--- config.mk ---
export PLATFORM = sky130hd
export DESIGN_NAME = seg7_scan_decoder_flat
export DESIGN_NICKNAME = d
export VERILOG_FILES = /design/src/rtl/seg7_scan_decoder_if.sv /design/src/rtl/seg7_scan_decoder.sv /design/src/flat_wrapper.sv
export SDC_FILE = /design/constraint.sdc
export NUM_CORES = 1
export LEC_CHECK = 0
export ABC_AREA = 1
export CAP_MARGIN = 25
export CELL_PAD_IN_SITES_DETAIL_PLACEMENT = 1
export CELL_PAD_IN_SITES_GLOBAL_PLACEMENT = 1
export CORE_MARGIN = 8
export CORE_UTILIZATION = 43
export CTS_CLUSTER_DIAMETER = 80
export DETAILED_ROUTE_END_ITERATION = 10
export GPL_TIMING_DRIVEN = 1
export PLACE_DENSITY = 0.95
export SYNTH_ARGS = -nofsm -noshare
export SYNTH_HDL_FRONTEND = slang
export SYNTH_SLANG_ARGS = --single-unit
--- constraint.sdc ---
create_clock -name clk -period 3.1 [get_ports clk]
set_clock_uncertainty 0.2 [all_clocks]
set_input_delay 0.62 -clock clk [delete_from_list [all_inputs] [get_ports clk]]
set_output_delay 0.62 -clock clk [all_outputs]
set_load 0.1 [all_outputs]
--- src/rtl/seg7_scan_decoder_if.sv ---
// Bundle between a multiplexed 7-segment display drive and its frame decoder.
// master: the display drive side; slave: the decoder.
interface seg7_scan_decoder_if;
  logic [6:0]  seg_n;
  logic [3:0]  an_n;
  logic [15:0] digits;
  logic [3:0]  dash;
  logic        valid;
  logic        err;
  logic [1:0]  err_digit;

  modport master (
    output seg_n, an_n,
    input  digits, dash, valid, err, err_digit
  );

  modport slave (
    input  seg_n, an_n,
    output digits, dash, valid, err, err_digit
  );
endinterface

--- src/rtl/seg7_scan_decoder.sv ---
// Snoops a multiplexed 7-segment display, debounces each scanned digit and
// publishes a complete four-digit frame once every digit has been captured.
module seg7_scan_decoder #(
  parameter int unsigned STABLE_CYCLES = 4
) (
  input logic                clk,
  input logic                rst,
  seg7_scan_decoder_if.slave bus
);

  typedef enum logic [1:0] {
    PAT_BAD,
    PAT_DIGIT,
    PAT_DASH
  } pat_kind_e;

  localparam logic [7:0] ACCEPT_AT = 8'(STABLE_CYCLES - 1);

  logic [10:0] sample_q, sample_d;
  logic [7:0]  stable_q, stable_d;
  logic [15:0] shadow_q, shadow_d;
  logic [3:0]  shadow_dash_q, shadow_dash_d;
  logic [3:0]  seen_q, seen_d;
  logic [15:0] digits_q, digits_d;
  logic [3:0]  dash_q, dash_d;
  logic        valid_q, valid_d;
  logic        err_q, err_d;
  logic [1:0]  err_digit_q, err_digit_d;

  logic [3:0]  sel;
  logic [6:0]  pattern;
  logic        one_active;
  logic [1:0]  digit_idx;
  logic        accept;
  pat_kind_e   pat_kind;
  logic [3:0]  pat_val;

  // Sample register and stable-period counter; the counter restarts on any
  // change of {an_n, seg_n}, so a segment-only change needs a new period.
  always_comb begin
    sample_d = {bus.an_n, bus.seg_n};
    if (sample_d != sample_q) begin
      stable_d = '0;
    end else if (stable_q != '1) begin
      stable_d = stable_q + 8'd1;
    end else begin
      stable_d = stable_q;
    end
  end

  assign sel        = ~sample_q[10:7];
  assign pattern    = ~sample_q[6:0];
  assign one_active = (sel != '0) && ((sel & (sel - 4'd1)) == '0);

  always_comb begin
    digit_idx = '0;
    case (sel)
      4'b0001: digit_idx = 2'd0;
      4'b0010: digit_idx = 2'd1;
      4'b0100: digit_idx = 2'd2;
      4'b1000: digit_idx = 2'd3;
      default: digit_idx = '0;
    endcase
  end

  // Equality rather than >= so a saturated counter never re-accepts.
  assign accept = one_active && (stable_q == ACCEPT_AT);

  always_comb begin
    pat_kind = PAT_DIGIT;
    pat_val  = '0;
    case (pattern)
      7'b0111111: pat_val = 4'd0;
      7'b0000110: pat_val = 4'd1;
      7'b1011011: pat_val = 4'd2;
      7'b1001111: pat_val = 4'd3;
      7'b1100110: pat_val = 4'd4;
      7'b1101101: pat_val = 4'd5;
      7'b1111101: pat_val = 4'd6;
      7'b0000111: pat_val = 4'd7;
      7'b1111111: pat_val = 4'd8;
      7'b1101111: pat_val = 4'd9;
      7'b1000000: begin
        pat_kind = PAT_DASH;
        pat_val  = 4'hF;
      end
      default:    pat_kind = PAT_BAD;
    endcase
  end

  // The completing capture is folded into the same edge as the frame copy,
  // so valid rises on the edge that would otherwise register the capture.
  always_comb begin
    shadow_d      = shadow_q;
    shadow_dash_d = shadow_dash_q;
    seen_d        = seen_q;
    digits_d      = digits_q;
    dash_d        = dash_q;
    valid_d       = 1'b0;
    err_d         = 1'b0;
    err_digit_d   = err_digit_q;
    if (accept) begin
      if (pat_kind == PAT_BAD) begin
        err_d       = 1'b1;
        err_digit_d = digit_idx;
      end else begin
        for (int unsigned i = 0; i < 4; i++) begin
          if (sel[i]) begin
            shadow_d[4*i +: 4] = pat_val;
            shadow_dash_d[i]   = (pat_kind == PAT_DASH);
            seen_d[i]          = 1'b1;
          end
        end
        if (seen_d == 4'b1111) begin
          digits_d = shadow_d;
          dash_d   = shadow_dash_d;
          valid_d  = 1'b1;
          seen_d   = '0;
        end
      end
    end
  end

  always_ff @(posedge clk) begin
    if (rst) begin
      sample_q      <= '1;
      stable_q      <= '0;
      shadow_q      <= '1;
      shadow_dash_q <= '1;
      seen_q        <= '0;
      digits_q      <= '1;
      dash_q        <= '1;
      valid_q       <= 1'b0;
      err_q         <= 1'b0;
      err_digit_q   <= '0;
    end else begin
      sample_q      <= sample_d;
      stable_q      <= stable_d;
      shadow_q      <= shadow_d;
      shadow_dash_q <= shadow_dash_d;
      seen_q        <= seen_d;
      digits_q      <= digits_d;
      dash_q        <= dash_d;
      valid_q       <= valid_d;
      err_q         <= err_d;
      err_digit_q   <= err_digit_d;
    end
  end

  assign bus.digits    = digits_q;
  assign bus.dash      = dash_q;
  assign bus.valid     = valid_q;
  assign bus.err       = err_q;
  assign bus.err_digit = err_digit_q;

endmodule

--- src/flat_wrapper.sv ---
// flat-port wrapper written by rule: the top's interface ports become plain ports
module seg7_scan_decoder_flat 
#(
  parameter int unsigned STABLE_CYCLES = 4
)
  (clk, rst, bus_seg_n, bus_an_n, bus_digits, bus_dash, bus_valid, bus_err, bus_err_digit);
  seg7_scan_decoder_if bus_i ();
  input logic clk;
  input logic rst;
  input wire logic [$bits(bus_i.seg_n)-1:0] bus_seg_n;
  input wire logic [$bits(bus_i.an_n)-1:0] bus_an_n;
  output wire logic [$bits(bus_i.digits)-1:0] bus_digits;
  output wire logic [$bits(bus_i.dash)-1:0] bus_dash;
  output wire logic [$bits(bus_i.valid)-1:0] bus_valid;
  output wire logic [$bits(bus_i.err)-1:0] bus_err;
  output wire logic [$bits(bus_i.err_digit)-1:0] bus_err_digit;
  assign bus_i.seg_n = bus_seg_n;
  assign bus_i.an_n = bus_an_n;
  assign bus_digits = bus_i.digits;
  assign bus_dash = bus_i.dash;
  assign bus_valid = bus_i.valid;
  assign bus_err = bus_i.err;
  assign bus_err_digit = bus_i.err_digit;
  seg7_scan_decoder #(.STABLE_CYCLES(STABLE_CYCLES)) u_core (.clk(clk), .rst(rst), .bus(bus_i));
endmodule
==> out/results.ini <==
[layout]
finalNonFillerCells = 597
areaGrowthSynthToFinish_pct = 17.40
drive_gt1_share_pct = 14.86
final_common_cell = nand2_1
layout.nets = 509
n_antenna_cell = 0
final_cell_mix = nand2_1, dfxtp_1, nand3_1

[detailed_routing]
wl_per_cell_um = 15.43
first_pass_iters = 4
drt-total-wl_um = 9214
drtIter0Drc = 109
vias = 3108
ant_nets = 0
post-route-drc-count = 0
vias_per_cell = 5.206

[synth]
synth_area_leaders = dfxtp_1, nand2_1, nand3_1, nor2_1, or2_2
syn-num-nets = 474
yosysSeqAreaShare_pct = 42.59
synth_cell_type_count = 31
syn_avg_cell_area_sq_um = 6.846
yosys_warnings = 0
synth_top_area_cell = dfxtp_1
synthCells = 460
synth_edf_count = 0
ys_ff_latch = 67
synthFlopType = dfxtp_1
synth-async-reset-ratio_pct = 0
syn-cell-area_sq_mm = 0.003149
synth_top_area_share_pct = 42.59

[timing]
setup_viol = 0
slew_violations = 0
max_freq_ghz = 0.3826
relSlewSlack_pct = 62.88
finalHoldViolCount = 0
min_period_ps = 2614
rsz0062_at_grt = false
setup_tns_ps = 0
tightestPinTransition_ps = 556.0
period_share_pct = 84.32

[setup_path]
r2r-start = u_core.sample_q[10]
r2r-end = u_core.bus.digits[13]
crit_type = register to register
worstPathRequired_ps = 3130
path_max_fanout = 21
reg2reg_depth = 8
regToRegSetupSlack_ps = 490
crit_arrival_ps = 2640
critPathCaptureType = register
startpoint = u_core.sample_q[10]
start_kind = register

[floorplanning]
die_h_um = 101.6
initial_core_util_pct = 43.89
core_sq_mm = 0.007176
die_area_sq_mm = 0.01032
io_pins = 37
die_w_um = 101.6
num_rows = 31

[grt]
grt_pass1_wl_um = 15580
gr-total-overflow = 0
grt_max_degree = 32
grt_usage_pct = 19.24
antenna_found_initial = 0
grt_pass1_vias = 3296

[job]
max_cap_viol_count = 0

[placed_design]
dp.cells = 583
io_buffers = 36
hpwl_um = 6815
gp_congestion = 0.8881

[pwr]
seq_power_share_pct = 55.4
pwr-share-comb_pct = 7.4
p_clk_share_pct = 37.2
p_leak_uw = 0.001792
switching_power_uw = 408.5
intPower_uw = 1189
peakVddDrop_uv = 266.4
power_density_mw_per_mm2 = 432.1
swShare_pct = 25.58

[clock_tree]
post_cts.repair.setup_buffers = 0
postCtsHoldBufs = 0
cts-root-buf = clkbuf_8
cts_made_buffers = 9
cts_resized = 0
cts.clk_slew.worst_paths_ps = 70
cts_tree = yes
cts_max_level = 3
cts_sinks = 67
worstSkewPairLatency_ps = 350
clockBufferDepth = 2

[min_path]
min_path_type = register to register
min_delay_worst_endpoint = u_core.bus.dash[0]
min_path_cells = 2
hold_start = u_core.bus.dash[0]

[run_status]
status = complete, no violations

[state kept, by name, summed over array words and instances, names as in the netlist]
name	count
u_core.bus.digits	16
u_core.shadow_q	16
u_core.sample_q	11
u_core.stable_q	8
u_core.bus.dash	4
u_core.seen_q	4
u_core.shadow_dash_q	4
u_core.bus.err_digit	2
u_core.bus.err	1
u_core.bus.valid	1
[power groups by stage]
| stage | combinational, uW | clock [uW] | sequential [uW] |
|---|---|---|---|
| global route | 131 | 644 | 886 |
| detailed placement | 116 | 0 | 905 |
| global placement | 111 | 0 | 904 |
| CTS | 119 | 608 | 886 |
| floorplan | 82.9 | 0 | 892 |
| finish | 118 | 594 | 886 |
[stage by stage]
step	power (uW)	cell area, sq um	hold WS (ps)	util [%]	worst slack, ps
6_report	1597	3697	260.2	51.53	486.1
5_1_grt	1662	3697	281.9	51.53	282.6
4_1_cts	1612	3697	266.7	51.53	515.0
3_5_place_dp	1021	3550	249.0	49.47	510.1
3_3_place_gp	1015	3550	238.0	49.47	609.5
2_1_floorplan	975.1	3149	228.7	-	1244
[per-layer routing]
metal,wire (um),GRT usage [%],vias up
met5,0,0,-
met4,136,6.644,0
met3,376,4.742,12
li1,-,-,1548
met1,3781,21.00,1496
met2,4919,35.11,52
[Yosys cell counts, types with 3 or more instances]
| library cell | instances |
|---|---|
| inv_2 | 5 |
| inv_1 | 27 |
| nand2_1 | 159 |
| dfxtp_1 | 67 |
| nor3_1 | 4 |
| xor2_1 | 3 |
| nand4_1 | 16 |
| or2_2 | 17 |
| clkbuf_1 | 10 |
| xnor2_1 | 7 |
| nand3_1 | 58 |
| buf_2 | 9 |
| nor2_1 | 39 |
| a21oi_1 | 11 |
| o21ai_0 | 8 |
[area by class of cell]
cell class,instances,area (sq um)
fill,942,3478
multi-input combinational,340,1597
sequential,67,1341
timing repair buffer,45,367.9
clock buffer,10,127.6
tap,99,123.9
inverter,32,120.1
clock inverter,4,20.02
[worst max-delay path by stage]
stage	endpoint	cells after the start
after floorplan	u_core.bus.digits[5]	8
after global placement	u_core.bus.digits[12]	5
after detailed placement	u_core.bus.digits[8]	5
after CTS	u_core.bus.digits[13]	8
after global routing	u_core.bus.dash[2]	8
final	u_core.bus.digits[13]	8
[logic make-up (layout without fill, tap and decap cells)]
group	after synthesis	count (layout)	synth area share (%)
and+or+nand+nor	303	303	42.99
adders and majority gates	1	1	0.3972
buffers and inverters	53	91	6.714
AOI/OAI and AO/OA	26	26	4.529
DFF	67	67	42.59
xor gates and xnor gates	10	10	2.781
[critical path, cell delays in order, from the launching register on]
cell     delay, ps
dfxtp_1        670
inv_2          200
nand2_1        100
nand4_1        140
nor3_4         240
buf_4          290
nand3_1        370
nand2_1        190
nand3_1         80
No activity file was read; power rests on OpenSTA's default activity.
